--- config.mk ---
export PLATFORM = sky130hd
export DESIGN_NAME = mem_requester
export DESIGN_NICKNAME = d
export VERILOG_FILES = /design/src/rtl/mem_pkg.sv /design/src/rtl/mem_req_fifo.sv /design/src/rtl/mem_requester.sv
export SDC_FILE = /design/constraint.sdc
export NUM_CORES = 1
export LEC_CHECK = 0
export CAP_MARGIN = 20
export CORE_MARGIN = 5
export CORE_UTILIZATION = 50
export CTS_CLUSTER_DIAMETER = 50
export DETAILED_ROUTE_END_ITERATION = 10
export DONT_BUFFER_PORTS = 1
export HOLD_SLACK_MARGIN = 0.02
export MAX_ROUTING_LAYER = met4
export PLACE_DENSITY = 0.8
export SYNTH_ARGS = -nofsm -noshare
export SYNTH_HDL_FRONTEND = slang
export SYNTH_SLANG_ARGS = --single-unit
--- constraint.sdc ---
create_clock -name clk -period 3.5 [get_ports clk]
set_input_delay 0.7 -clock clk [delete_from_list [all_inputs] [get_ports clk]]
set_output_delay 0.7 -clock clk [all_outputs]
set_load 0.005 [all_outputs]
--- src/rtl/mem_pkg.sv ---
// mem_pkg: types and constants shared by the memory request initiator and its command FIFO.
// Latency: n/a (declarations only).
// Backpressure: n/a.
package mem_pkg;

   // A request code of zero means the bus is idle
   localparam logic [7:0] RQST_IDLE = 8'h00;

   // One queued client command
   typedef struct packed {
      logic [7:0]  rqst;
      logic [63:0] addr;
      logic        lock;
   } mem_cmd_t;

   // Initiator handshake phases
   typedef enum logic [1:0] {
      ST_IDLE = 2'd0,
      ST_REQ  = 2'd1,
      ST_REL  = 2'd2
   } mem_req_state_e;

   // True when the responder echo acknowledges the outstanding request code
   function automatic logic resp_matches(input logic [7:0] resp, input logic [7:0] rqst);
      return (resp == rqst);
   endfunction

endpackage

--- src/rtl/mem_req_fifo.sv ---
// mem_req_fifo: synchronous FIFO of mem_cmd_t, head visible combinationally at rd_dat_o.
// Latency: a pushed entry is visible at the head one cycle after the push edge.
// Backpressure: push ignored while full_o, pop ignored while empty_o; push+pop together allowed.
module mem_req_fifo
   import mem_pkg::*;
#(
   parameter int DEPTH = 4
) (
   input  logic     clk,
   input  logic     rst,
   input  logic     push_i,
   input  mem_cmd_t wr_dat_i,
   input  logic     pop_i,
   output mem_cmd_t rd_dat_o,
   output logic     full_o,
   output logic     empty_o
);

   localparam int AW = $clog2(DEPTH);
   localparam int PW = AW + 1;

   // Pointers carry one extra wrap bit so full and empty are distinguishable
   logic [PW-1:0] wr_ptr_q, wr_ptr_d;
   logic [PW-1:0] rd_ptr_q, rd_ptr_d;
   mem_cmd_t      mem_q [DEPTH];
   logic          push_ok;
   logic          pop_ok;

   assign empty_o  = (wr_ptr_q == rd_ptr_q);
   assign full_o   = (wr_ptr_q[AW] != rd_ptr_q[AW]) &&
                     (wr_ptr_q[AW-1:0] == rd_ptr_q[AW-1:0]);
   assign push_ok  = push_i && !full_o;
   assign pop_ok   = pop_i && !empty_o;
   assign rd_dat_o = mem_q[rd_ptr_q[AW-1:0]];

   // Next pointer values
   always_comb begin
      wr_ptr_d = wr_ptr_q;
      rd_ptr_d = rd_ptr_q;
      if (push_ok) wr_ptr_d = wr_ptr_q + PW'(1);
      if (pop_ok)  rd_ptr_d = rd_ptr_q + PW'(1);
   end

   // Pointer registers, cleared by reset so the FIFO comes up empty
   always_ff @(posedge clk or posedge rst) begin
      if (rst) begin
         wr_ptr_q <= '0;
         rd_ptr_q <= '0;
      end else begin
         wr_ptr_q <= wr_ptr_d;
         rd_ptr_q <= rd_ptr_d;
      end
   end

   // Storage array; contents are don't-care until written, so no reset
   always_ff @(posedge clk) begin
      if (push_ok) mem_q[wr_ptr_q[AW-1:0]] <= wr_dat_i;
   end

endmodule

--- src/rtl/mem_requester.sv ---
// mem_requester: queues client commands and issues them one at a time on the m_mem four-phase handshake.
// Latency: accept-to-done 3 cycles against a registering responder; one request per 4 cycles sustained.
// Backpressure: cmd_ready = command FIFO not full. Build option MEM_REQ_TIMEOUT_EN aborts a silent request.
module mem_requester
   import mem_pkg::*;
#(
   parameter int DEPTH   = 4,
   parameter int TIMEOUT = 255
) (
   input  logic        clk,
   input  logic        rst,
   input  logic        cmd_valid,
   output logic        cmd_ready,
   input  logic [7:0]  cmd_rqst,
   input  logic [63:0] cmd_addr,
   input  logic        cmd_lock,
   output logic        done_valid,
   output logic [7:0]  done_trsc,
   output logic [7:0]  done_mesi,
   output logic        done_err,
   output logic        m_mem_lock,
   output logic [7:0]  m_mem_rqst,
   output logic [7:0]  m_mem_trsc,
   output logic [63:0] m_mem_addr,
   input  logic [7:0]  m_mem_resp,
   input  logic [7:0]  m_mem_mesi
);

   if (DEPTH < 2 || (DEPTH & (DEPTH - 1)) != 0 || TIMEOUT < 1) begin : g_bad_param
      $error("mem_requester: DEPTH must be a power of two >= 2 and TIMEOUT >= 1");
   end

   mem_cmd_t       push_dat;
   mem_cmd_t       head_dat;
   logic           fifo_full;
   logic           fifo_empty;
   logic           fifo_pop;
   logic           resp_match;
   logic           rel_done;
   logic           to_hit;

   mem_req_state_e state_q;
   logic [7:0]     rqst_q;
   logic [7:0]     trsc_q;
   logic [63:0]    addr_q;
   logic           lock_q;
   logic [7:0]     trsc_cnt_q;
   logic [7:0]     trsc_cnt_d;
   logic           done_vld_q;
   logic [7:0]     done_trsc_q;
   logic [7:0]     done_mesi_q;
   logic           done_err_q;

   assign push_dat = {cmd_rqst, cmd_addr, cmd_lock};

   mem_req_fifo #(
      .DEPTH (DEPTH)
   ) u_fifo (
      .clk      (clk),
      .rst      (rst),
      .push_i   (cmd_valid),
      .wr_dat_i (push_dat),
      .pop_i    (fifo_pop),
      .rd_dat_o (head_dat),
      .full_o   (fifo_full),
      .empty_o  (fifo_empty)
   );

   assign cmd_ready  = !fifo_full;
   assign resp_match = (state_q == ST_REQ) && resp_matches(m_mem_resp, rqst_q);
   assign rel_done   = (state_q == ST_REL) && (m_mem_resp == RQST_IDLE);
   // The head is popped straight into the bus registers, from IDLE or at the end of release
   assign fifo_pop   = !fifo_empty && ((state_q == ST_IDLE) || rel_done);
   assign trsc_cnt_d = trsc_cnt_q + 8'd1;

`ifdef MEM_REQ_TIMEOUT_EN
   localparam int TW_RAW = $clog2(TIMEOUT + 1);
   localparam int TW     = (TW_RAW < 8) ? 8 : TW_RAW;

   logic [TW-1:0] to_cnt_q;

   // Counts cycles spent in REQ; the TIMEOUT-th REQ cycle without a match aborts
   assign to_hit = (state_q == ST_REQ) && !resp_match && (to_cnt_q == TW'(TIMEOUT - 1));

   // Wait counter: cleared as a request is issued, advanced every REQ cycle
   always_ff @(posedge clk or posedge rst) begin
      if (rst) begin
         to_cnt_q <= '0;
      end else if (fifo_pop) begin
         to_cnt_q <= '0;
      end else if (state_q == ST_REQ) begin
         to_cnt_q <= to_cnt_q + TW'(1);
      end
   end
`else
   // Without the timeout option a request waits for its response indefinitely
   assign to_hit = 1'b0;
`endif

   // Request FSM with registered bus and completion outputs
   always_ff @(posedge clk or posedge rst) begin
      if (rst) begin
         state_q     <= ST_IDLE;
         rqst_q      <= RQST_IDLE;
         trsc_q      <= 8'h00;
         addr_q      <= 64'h0;
         lock_q      <= 1'b0;
         trsc_cnt_q  <= 8'h00;
         done_vld_q  <= 1'b0;
         done_trsc_q <= 8'h00;
         done_mesi_q <= 8'h00;
         done_err_q  <= 1'b0;
      end else begin
         done_vld_q <= 1'b0;
         done_err_q <= 1'b0;
         if (fifo_pop) begin
            // Issue: bus outputs are loaded once and held for the whole REQ phase
            rqst_q  <= head_dat.rqst;
            addr_q  <= head_dat.addr;
            lock_q  <= head_dat.lock;
            trsc_q  <= trsc_cnt_q;
            state_q <= ST_REQ;
         end else if ((state_q == ST_REQ) && (resp_match || to_hit)) begin
            // Completion or abort: report, drop the request and enter release
            done_vld_q  <= 1'b1;
            done_trsc_q <= trsc_q;
            done_mesi_q <= resp_match ? m_mem_mesi : 8'h00;
            done_err_q  <= !resp_match;
            rqst_q      <= RQST_IDLE;
            lock_q      <= 1'b0;
            trsc_cnt_q  <= trsc_cnt_d;
            state_q     <= ST_REL;
         end else if (rel_done) begin
            state_q <= ST_IDLE;
         end else if ((state_q != ST_IDLE) && (state_q != ST_REQ) && (state_q != ST_REL)) begin
            state_q <= ST_IDLE;
         end
      end
   end

   assign m_mem_rqst = rqst_q;
   assign m_mem_trsc = trsc_q;
   assign m_mem_addr = addr_q;
   assign m_mem_lock = lock_q;
   assign done_valid = done_vld_q;
   assign done_trsc  = done_trsc_q;
   assign done_mesi  = done_mesi_q;
   assign done_err   = done_err_q;

endmodule

### Word-level counts from Yosys, hierarchy flattened

Memory sizes are Yosys's and may differ from the RTL's.
Cells that the tools add are included.
Widths: inputs -> output; s select.

| word-level totals | value |
|---|---|
| bits in registers | 115 |
| bits in writable memories | 292 |
| bits of input ports | 92 |
| output and inout port bits | 100 |
| logic and storage cells | 59 |
| memories | 1 |

| cells by class | value |
|---|---|
| add/subtract/negate cells | 3 |
| equal/unequal tests | 8 |
| muxes and demuxes | 15 |
| bitwise gates (word level) | 1 |
| reduce and logical (&&, ||, !) cells | 19 |

Memories:

| memory | depth | bits a word | read ports | clocked after memory_dff | write ports | line | source |
|---|---|---|---|---|---|---|---|
| u_fifo.mem_q | 4 | 73 | 1 | 0 | 1 | mem_req_fifo.sv:25 | `mem_cmd_t mem_q [DEPTH];` |

Operators by type and width:

| cell | count |
|---|---|
| $mux 8 | 3 |
| $logic_and 1x1->1 | 9 |
| $add 8x1->8 const B | 1 |
| $eq 8x8->1 | 1 |
| $logic_not 8->1 | 1 |
| $mux 1 | 8 |
| $mux 2 | 4 |
| $add 3x1->3 const B | 2 |
| $reduce_bool 2->1 | 2 |
| $reduce_bool 4->1 | 1 |
| $eq 3x3->1 | 1 |
| $logic_not 1->1 | 3 |
| $eq 2x1->1 const B | 1 |
| $eq 2x2->1 | 1 |
| $eq 2x2->1 const B | 1 |
| $logic_not 2->1 | 1 |
| $ne 2x1->1 const B | 1 |
| $ne 2x2->1 const B | 1 |
| $reduce_and 2->1 | 1 |
| $logic_or 1x1->1 | 1 |
| $ne 1x1->1 | 1 |
| $not 1->1 | 1 |

### Logic depth before layout (Yosys ltp)

Gate-level depths: netlist of the first run.

| depth | value |
|---|---|
| depth in word-level cells | 7 |
| mapped depth | 7 |
| gate-level depth less buffers | 4 |

### Modules after synthesis

From an unflattened synthesis of the first run, not the netlist that was laid out.

| second synthesis, totals | value |
|---|---|
| cell total of the unflattened synthesis | 717 |
| area, all modules | 15424.8 sq um |

Modules (own cells, without submodules):

| module | times used | cells each | area an instance (sq um) | seq. area each (sq um) |
|---|---|---|---|---|
| mem_req_fifo | 1 | 432 | 11080.6 | 8918.6 |
| mem_requester | 1 | 285 | 4344.2 | 2727.6 |

### Worst setup path after synthesis of the first run

No wires, ideal clock.

| timing | value |
|---|---|
| path kind | input to register |
| start | input port cmd_valid |
| end | memory u_fifo.mem_q[3][0] (netlist name) (enable) |
| setup time | 0.441 ns |
| arrival time | 2.854 ns |
| data required time | 3.059 ns |
| path slack | 0.205 ns |
| stages | 3 |
| path buffers | 0 |
| cells stage by stage | inv_1 a31oi_1 and2_1 |

| on the way | value |
|---|---|
| longest elaborated chain between the ends | 3 |

Ends and longest elaborated chain:

| what | line | source |
|---|---|---|
| start: declaration | mem_requester.sv:12 | `input logic cmd_valid,` |
| $logic_and 1x1->1 | mem_req_fifo.sv:32 | `assign push_ok = push_i && !full_o;` |
| $mux 1 | mem_req_fifo.sv:57 | `if (push_ok) mem_q[wr_ptr_q[AW-1:0]] <= wr_dat_i;` |
| $mux 1 (implied by the code) | mem_req_fifo.sv:57 |  |
| end: declaration | mem_req_fifo.sv:25 |  |

No other way between the ends.

### Final worst setup path of the first run

| timing | value |
|---|---|
| start | register u_fifo.rd_ptr_q[1] |
| end | memory u_fifo.mem_q[2][29] (netlist name) (enable) |

| on the way | value |
|---|---|
| longest elaborated chain between the ends | 6 |

Ends and longest elaborated chain:

| what | line | source |
|---|---|---|
| start: declaration | mem_req_fifo.sv:24 | `logic [PW-1:0] rd_ptr_q, rd_ptr_d;` |
| start signal: assignment | mem_req_fifo.sv:51 | `rd_ptr_q <= rd_ptr_d;` |
| $eq 2x2->1 | mem_req_fifo.sv:31 | `(wr_ptr_q[AW-1:0] == rd_ptr_q[AW-1:0]);` |
| $logic_and 1x1->1 | mem_req_fifo.sv:30 | `assign full_o = (wr_ptr_q[AW] != rd_ptr_q[AW]) &&` |
| $logic_not 1->1 | mem_req_fifo.sv:32 |  |
| $logic_and 1x1->1 | mem_req_fifo.sv:32 |  |
| $mux 1 | mem_req_fifo.sv:57 |  |
| $mux 1 (implied by the code) | mem_req_fifo.sv:57 |  |

No other way between the ends.

==> impl_metrics.toml, run 1 <==
[cells_and_area]
final_layout_size_suffix_gt1_frac = 0.224
mostFrequentLayoutCell = "edfxtp_1"
layoutNonFillerInstCount = 1158
final_cell_mix = "edfxtp_1, dfrtp_1, mux2_1"
area_delta_synth_final_pct = 12.4
post_layout_net_count = 832
num_antenna_cells = 0

[yosys]
synth_area_per_inst_um2 = 21.7
synth_largest_type_area_fraction = 0.577
fraction_of_the_yosys_area_taken_by_sequential_cells = 0.766
synth.distinct_cells = 31
synth.yosys.warnings = 0
synth-seq-cells = 407
synthesis.instances = 699
yosysTopAreaCell = "edfxtp_1"
synth_fp_nets = 797
synth_area_leaders = "edfxtp_1, dfrtp_1, mux4_2"
syn-cell-area_mm2 = 0.0152

[status]
outcome = "completed"

[critical_path]
worst_ep_arrival_ns = 2.79
worst_setup_path_start_kind = "flip-flop"
critical_path_class = "reg -> reg"
path_cells = "xnor2_1 > a31oi_1 > and2_4 > buf_4"
crit_path_top_delay_cell = "dfrtp_4"
critPathCaptureType = "flip-flop"
critical-path-max-stage-delay_ns = 0.61
cp_num_buf_inv = 1
critical_path_required_time_ns = 3.70
cpLargestDelayFamily = "flip-flops"
critPathMaxFanout = 27

[cts]
ctsLongestPathBuffers = 3
cts_stage_hold_buffer_count = 0
cts.repair.resized = 0
tritoncts_clock_tree = "done"
clock_tree.root_cell = "clkbuf_16"
path_clk_slew_ns = 0.06
buffers_inserted_by_post_cts_timing_repair = 0
cts_max_level = 2
cts.sinks = 407
clkLatencyLatePin_ns = 0.52
cts_inserted_buffers = 43

[placement]
detailedPlacementHpwl_um = 17600
finalWeightedCongestion = 0.727
io_buffers = 0
post-place-cells = 1079

[timing]
worst_hold_slack_ns = 0.184
worst_skew_ns = 0.0129
maxClockFrequency_mhz = 386
fin_crit_sh = 0.740
unrepaired_setup_endpoints_after_global_routing = "no"
maxSlewViolCount = 0
timing.final.crit_period_ns = 2.59
final_hold_violating_endpoints = 0
finalSetupViolCount = 0
final.setup.tns_ns = 0
tightest_slew_ns = 0.891
slew-limit-headroom = 0.406

[drt]
antenna_violating_nets_left = 0
route.detailed.wl_per_inst_um = 24.5
totalWireLength_um = 28300
dr.pass1.iters = 4
vias = 6620
drc = 0
post_drt_via_cell_ratio = 5.72
drt_first_iter_violations = 451

[power_and_ir_drop]
seq_power_share = 0.494
switching_share = 0.280
clkPwrFrac = 0.285
power_switching_uw = 4140
peak_supply_drop_v = 0.000535
power.internal_uw = 10700
share_comb_of_total_power = 0.221
total_power_uw = 14800
pwr_density_cell_mw_per_mm2 = 867
leakage_power_uw = 0.00606

[floorplan]
die_height_um = 184
dieWidth_um = 184
design.die.area_mm2 = 0.0340
floorplan.rows = 63
initial_core_utilization = 0.510
fp.coreArea_mm2 = 0.0298
design.portCount = 192

[grt]
gr_ovfl_total = 0
number_of_global_route_vias_before_repair = 7449
grt_pass1_wl_um = 44000
grt_max_degree = 76
grt_usage = 0.175
antenna_found_initial = 0

[flow_run]
max-cap-violations = 0

[hold_path]
hp-class = "in -> async"
[metal layers]
layer	wire length [um]	global-route usage
met1	10700	0.210
met2	14000	0.279
met3	3120	0.0734
met4	548	0.0402
met5	0	-
[final timing paths]
path	start	depth (start not counted)	slack (ns)	end
worst max-delay path	u_fifo.rd_ptr_q[1]	4	0.91	u_fifo.mem_q[2][29]
min in group clk	cmd_rqst[0]	0	0.28	u_fifo.mem_q[0][65]
max in group asynchronous	rst	2	2.44	m_mem_addr[38]
worst max register to register	u_fifo.rd_ptr_q[1]	4	0.91	u_fifo.mem_q[2][29]
worst min-delay path	rst	1	0.18	done_trsc[0]
worst min register to register	trsc_cnt_q[7]	1	0.47	trsc_cnt_q[7]
[metrics by stage]
step / cell area (um^2) / util / setup slack (ns)
floorplan: 15200 / - / 0.205
global placement: 15700 / 0.528 / 0.828
detailed placement: 15700 / 0.528 / 0.797
CTS: 17100 / 0.573 / 0.863
global route: 17100 / 0.573 / 0.707
finish: 17100 / 0.573 / 0.910
[power groups by stage]
stage          clock, uW  sequential, uW  combinational [uW]
2_1_floorplan          0            7110                2620
3_3_place_gp           0            7340                3250
3_5_place_dp           0            7420                3350
4_1_cts             4310            7340                3380
5_1_grt             4540            7450                3610
6_report            4220            7310                3270
[synthesized netlist by cell type]
cell	number
a31oi_1	2
and2_1	5
and2_2	1
and4_1	1
buf_1	1
buf_12	1
buf_2	10
buf_6	1
buf_8	7
clkbuf_1	11
conb_1	1
dfrtp_1	115
edfxtp_1	292
ha_1	6
inv_1	14
mux2_1	81
mux2_2	9
mux4_2	73
nand2_1	3
nand2b_1	2
nand3_1	14
nand4_1	3
nor3_1	2
nor4_1	6
o21ai_0	2
o21ai_2	1
o21bai_1	1
o31ai_1	9
or4_1	2
xnor2_1	14
xor2_1	9
[flip-flops by register name (all words and copies together), names as in the netlist]
register and flops:
u_fifo.wr_ptr_q 3, u_fifo.mem_q 292, m_mem_addr 64, m_mem_lock 1
trsc_cnt_q 8, done_mesi 8, done_trsc 8, state_q 2
m_mem_trsc 8, done_valid 1, done_err 1, m_mem_rqst 8
u_fifo.rd_ptr_q 3
[kinds of logic after synthesis]
group	Yosys count	synth area share
muxes	163	0.175
and+or+nand+nor	39	0.0147
other	1	0.000247
buffers and inverters	45	0.0187
DFF	407	0.766
adders and majority gates	6	0.00494
xor gates and xnor gates	23	0.0133
AOI/OAI and AO/OA	15	0.00700
[area by class of cell]
cell class | count | area, um^2
Clock buffer | 60 | 1200
Inverter | 14 | 56.3
Clock inverter | 19 | 134
Timing Repair Buffer | 21 | 258
Fill cell | 2176 | 12700
Multi-Input combinational cell | 247 | 3280
Sequential cell | 407 | 11700
Tap cell | 390 | 488
Power figures use the tool's default switching activity.
==> inputs of run 2 (changes only) <==
==> constraint.sdc (replaced) <==
create_clock -name clk -period 2.3 [get_ports clk]
set_input_delay 0.46 -clock clk [delete_from_list [all_inputs] [get_ports clk]]
set_output_delay 0.46 -clock clk [all_outputs]
set_load 0.005 [all_outputs]
==> impl_metrics.toml, run 2 (same netlist as run 1, synthesis figures left out) <==
[cells_and_area]
area_delta_synth_final_pct = 17.5
multi_input_comb_area_mm2 = 0.00328
final_layout_size_suffix_gt1_frac = 0.212
fillers = 2079
mostFrequentLayoutCell = "edfxtp_1"
layout.area.seq_mm2 = 0.0117
post_layout_net_count = 902
layoutNonFillerInstCount = 1231
final_cell_mix = "edfxtp_1, dfrtp_1, mux2_1"
largest_register_ff_count = 292

[cts]
cts_max_level = 2
cts.repair.resized = 0
ctsLongestPathBuffers = 3
path_clk_slew_ns = 0.06
cts_inserted_buffers = 41
tritoncts_clock_tree = "done"
cts.sinks = 407
clock_tree.root_cell = "clkbuf_16"
clkLatencyLatePin_ns = 0.53

[grt]
gr_ovfl_total = 0
grt_pass1_wl_um = 45200
number_of_global_route_vias_before_repair = 7568
grt_usage = 0.180
antenna_found_initial = 5
grt_max_degree = 76

[placement]
pre_cts_ws_ns = 0.0721
post-place-cells = 1085
io_buffers = 0
finalWeightedCongestion = 0.757
detailedPlacementHpwl_um = 17900

[timing]
tightest_slew_ns = 0.529
finalWorstSetupSlack_ns = 0.324
worst_hold_slack_ns = 0.0496
worst_skew_ns = 0.0300
final_hold_violating_endpoints = 0
maxSlewViolCount = 0
unrepaired_setup_endpoints_after_global_routing = "no"
fin_crit_sh = 0.859
maxClockFrequency_mhz = 506
timing.final.crit_period_ns = 1.98
slew-limit-headroom = 0.647
finalSetupViolCount = 0

[hold_path]
hp-class = "in -> reg"
hold_path_end = "u_fifo.mem_q[3][67]"
worst_hold_path_cell_count = 0
timing.hold.worst.start = "cmd_rqst[2]"

[drt]
drc = 0
route.detailed.wl_per_inst_um = 23.9
post_drt_via_cell_ratio = 5.56
dr.pass1.iters = 5
antenna_violating_nets_left = 0
totalWireLength_um = 29400
drt_first_iter_violations = 345
vias = 6845

[status]
outcome = "completed"

[critical_path]
worst_setup_path_start_kind = "flip-flop"
timing.reg2reg.worst_path_depth = 5
worstReg2RegEnd = "u_fifo.mem_q[0][50]"
worst_setup_path_startpoint = "u_fifo.rd_ptr_q[0]"
critPathCaptureType = "flip-flop"
critical_path_class = "reg -> reg"
critical_path_required_time_ns = 2.49
crit-reg2reg-launch = "u_fifo.rd_ptr_q[0]"
timing.reg2reg.setup_slack_ns = 0.32
worst_ep_arrival_ns = 2.17
critPathMaxFanout = 13

[floorplan]
die_height_um = 184
dieWidth_um = 184
fp.coreArea_mm2 = 0.0298
design.die.area_mm2 = 0.0340
design.portCount = 192
initial_core_utilization = 0.510
floorplan.rows = 63

[power_and_ir_drop]
pwr_density_cell_mw_per_mm2 = 1270
total_power_uw = 22700
leakage_power_uw = 0.00638
peak_supply_drop_v = 0.000777

[flow_run]
max-cap-violations = 0
run 2: cell count changes in the layout (fill, tap and decap cells not counted), moves of 2 or more:
cell,change
clkbuf_16,-3
clkinv_1,-5
buf_4,-2
buf_12,+8
dlygate4sd3_1,+66
diode_2,+5
clkbuf_1,+2
run 2: how the worst max path moves through the flow:
| stage | end | slack (ns) | depth (start not counted) |
|---|---|---|---|
| 2_1_floorplan | u_fifo.mem_q[3][0] | -0.08 | 3 |
| 3_3_place_gp | m_mem_addr[60] | 0.1 | 5 |
| 3_5_place_dp | m_mem_addr[7] | 0.07 | 5 |
| 4_1_cts | u_fifo.mem_q[0][50] | 0.30 | 5 |
| 5_1_grt | u_fifo.mem_q[0][50] | 0.22 | 5 |
| 6_report | u_fifo.mem_q[0][50] | 0.32 | 5 |
run 2: through the flow:
stage	area, um^2	TNS [ns]	util
6_report	17900	0	0.599
5_1_grt	17900	0	0.599
4_1_cts	17800	0	0.599
3_5_place_dp	15900	0	0.533
3_3_place_gp	15900	0	0.533
2_1_floorplan	15200	-19.82	-
run 2: per-layer routing:
| layer | global-route usage | routed length, um | up-vias |
|---|---|---|---|
| met5 | - | 0 | - |
| met1 | 0.224 | 11600 | 3538 |
| met4 | 0.0343 | 456 | 0 |
| li1 | - | - | 3010 |
| met3 | 0.0590 | 2740 | 43 |
| met2 | 0.295 | 14600 | 254 |
run 2: final cells by class:
| cell class | count | share of cell area |
|---|---|---|
| inverter | 14 | 0.00315 |
| clock inverter | 15 | 0.00834 |
| clock buffer | 60 | 0.0643 |
| sequential | 407 | 0.653 |
| tap | 390 | 0.0273 |
| antenna | 5 | 0.000701 |
| multi-input combinational | 247 | 0.184 |
| timing repair buffer | 93 | 0.0596 |
run 2: where the power goes:
group | switching, uW | internal (uW)
Sequential | 1090 | 10000
Combinational | 2660 | 2670
Clock | 2610 | 3720
Total | 6360 | 16400
run 2: worst max-delay path, stage by stage (launching register included):
cell and delay, ns:
dfrtp_4 0.51, xnor2_1 0.18, a31oi_1 0.20, buf_4 0.17, and2_4 0.30, buf_4 0.30
run 2: what timing repair did:
action / in CTS / in global routing
hold buffers: 66 / 0
setup endpoints to repair: 0 / 0
buffers inserted: 0 / 0
hold endpoints to repair: 277 / 0
==> inputs of run 3 (changes only) <==
--- a/config.mk
+++ b/config.mk
@@ -13,7 +13,7 @@
 export DONT_BUFFER_PORTS = 1
 export HOLD_SLACK_MARGIN = 0.02
 export MAX_ROUTING_LAYER = met4
-export PLACE_DENSITY = 0.8
+export PLACE_DENSITY = 0.7
 export SYNTH_ARGS = -nofsm -noshare
 export SYNTH_HDL_FRONTEND = slang
 export SYNTH_SLANG_ARGS = --single-unit
==> impl_metrics.toml, run 3 (same netlist as run 1, synthesis figures left out) <==
[drt]
post_drt_via_cell_ratio = 5.63
antenna_violating_nets_left = 0
totalWireLength_um = 28900
route.detailed.wl_per_inst_um = 23.3
drc = 0
drt_first_iter_violations = 479
vias = 6987
dr.pass1.iters = 4

[cells_and_area]
largest_register_ff_count = 292
post_layout_net_count = 914
mostFrequentLayoutCell = "edfxtp_1"
final_cell_mix = "edfxtp_1, dfrtp_1, mux2_1"
final_layout_size_suffix_gt1_frac = 0.214
area_delta_synth_final_pct = 19.0
final_cell_area_mm2 = 0.0181

[grt]
grt_max_degree = 76
gr_ovfl_total = 0
grt_pass1_wl_um = 45200
number_of_global_route_vias_before_repair = 7873
grt_usage = 0.178
antenna_found_initial = 1

[floorplan]
die_height_um = 184
floorplan.rows = 63
design.die.area_mm2 = 0.0340
design.portCount = 192
fp.coreArea_mm2 = 0.0298
initial_core_utilization = 0.510
dieWidth_um = 184

[cts]
path_clk_slew_ns = 0.06
buffers_inserted_by_post_cts_timing_repair = 0
cts_max_level = 2
clkLatencyLatePin_ns = 0.52
cts.sinks = 407
clock_tree.root_cell = "clkbuf_16"
tritoncts_clock_tree = "done"
ctsLongestPathBuffers = 3
cts_inserted_buffers = 43

[timing]
finalSetupViolCount = 0
unrepaired_setup_endpoints_after_global_routing = "no"
tightest_slew_ns = 0.653
worst_skew_ns = 0.00884
final.setup.tns_ns = 0
maxClockFrequency_mhz = 500
timing.final.crit_period_ns = 2.00
final_hold_violating_endpoints = 0
maxSlewViolCount = 0
fin_crit_sh = 0.869
slew-limit-headroom = 0.563

[placement]
detailedPlacementHpwl_um = 17700
placement.cell_area_mm2 = 0.0159
io_buffers = 0
finalWeightedCongestion = 0.788

[critical_path]
crit_path_top_delay_cell = "dfrtp_1"
critical_path_required_time_ns = 2.70
critical_path_class = "reg -> reg"
critPathMaxFanout = 13
cp_num_buf_inv = 1
critical-path-max-stage-delay_ns = 0.44
cpLargestDelayFamily = "simple AND/OR/NAND/NOR gates"
critPathCaptureType = "flip-flop"
path_cells = "xnor2_1 > nand3_1 > nor3_2 > buf_4 > mux2_2"
worst_ep_arrival_ns = 2.40
worst_setup_path_start_kind = "flip-flop"

[power_and_ir_drop]
pwr_density_cell_mw_per_mm2 = 1290
peak_supply_drop_v = 0.000878
leakage_power_uw = 0.00647

[flow_run]
max-cap-violations = 0

[hold_path]
hp-class = "in -> reg"

[status]
outcome = "completed"
==> run 3: changes by cell type in the layout (fill, tap and decap cells not counted) <==
| cell | change |
|---|---|
| buf_12 | +2 |
| bufinv_16 | +1 |
| clkbuf_1 | -2 |
| clkbuf_16 | +4 |
| clkinv_1 | +2 |
| clkinv_2 | -6 |
| clkinv_4 | +1 |
| clkinvlp_4 | +3 |
| diode_2 | -4 |
| dlygate4sd3_1 | +8 |
| inv_4 | +1 |
| inv_8 | -1 |
==> run 3: timing repair <==
item,CTS,global route
endpoints found under the setup margin,0,0
hold buffers,74,0
hold endpoints to repair,311,0
resized for setup,0,0
==> run 3: cell type report <==
type	instances	area, um^2
Fill cell	2060	11700
Sequential cell	407	11700
Multi-Input combinational cell	247	3280
Clock buffer	62	1240
Timing Repair Buffer	103	1180
Tap cell	390	488
Clock inverter	16	183
Inverter	14	56.3
Antenna cell	1	2.50
==> run 3: routing by layer <==
metal  vias up  track usage  wire [um]
met5         -            -          0
met4         0       0.0461        591
met2       222        0.295      14600
li1       3029            -          -
met1      3686        0.213      11100
met3        50       0.0584       2600
==> run 3: per-stage QoR <==
stage / util / hold slack [ns] / std cells / total power (uW) / setup WS (ns)
finish: 0.607 / 0.0700 / 1240 / 23300 / 0.301
global route: 0.607 / 0.0481 / 1240 / 24500 / 0.124
CTS: 0.607 / 0.0420 / 1239 / 23600 / 0.281
detailed placement: 0.534 / 0.450 / 1087 / 16600 / 0.0970
global placement: 0.534 / 0.448 / 1087 / 16300 / 0.147
floorplan: - / 0.435 / 699 / 14800 / -0.0800
==> run 3: worst paths after layout <==
check,endpoint,depth (start not counted),slack [ns],from
max in group asynchronous,done_mesi[7],3,1.11,rst
min in group asynchronous,m_mem_addr[45],2,0.51,rst
worst min register to register,trsc_cnt_q[7],1,0.46,trsc_cnt_q[7]
worst min-delay path,done_mesi[3],1,0.07,m_mem_mesi[3]
worst max-delay path,trsc_cnt_q[1],5,0.30,m_mem_rqst[3]
worst max register to register,trsc_cnt_q[1],5,0.30,m_mem_rqst[3]
==> run 3: report_power, final <==
group | internal, uW | leakage [uW] | switching (uW)
sequential | 10000 | 0.00411 | 1070
combinational | 2720 | 0.00169 | 2690
clock | 4110 | 0.000673 | 2680
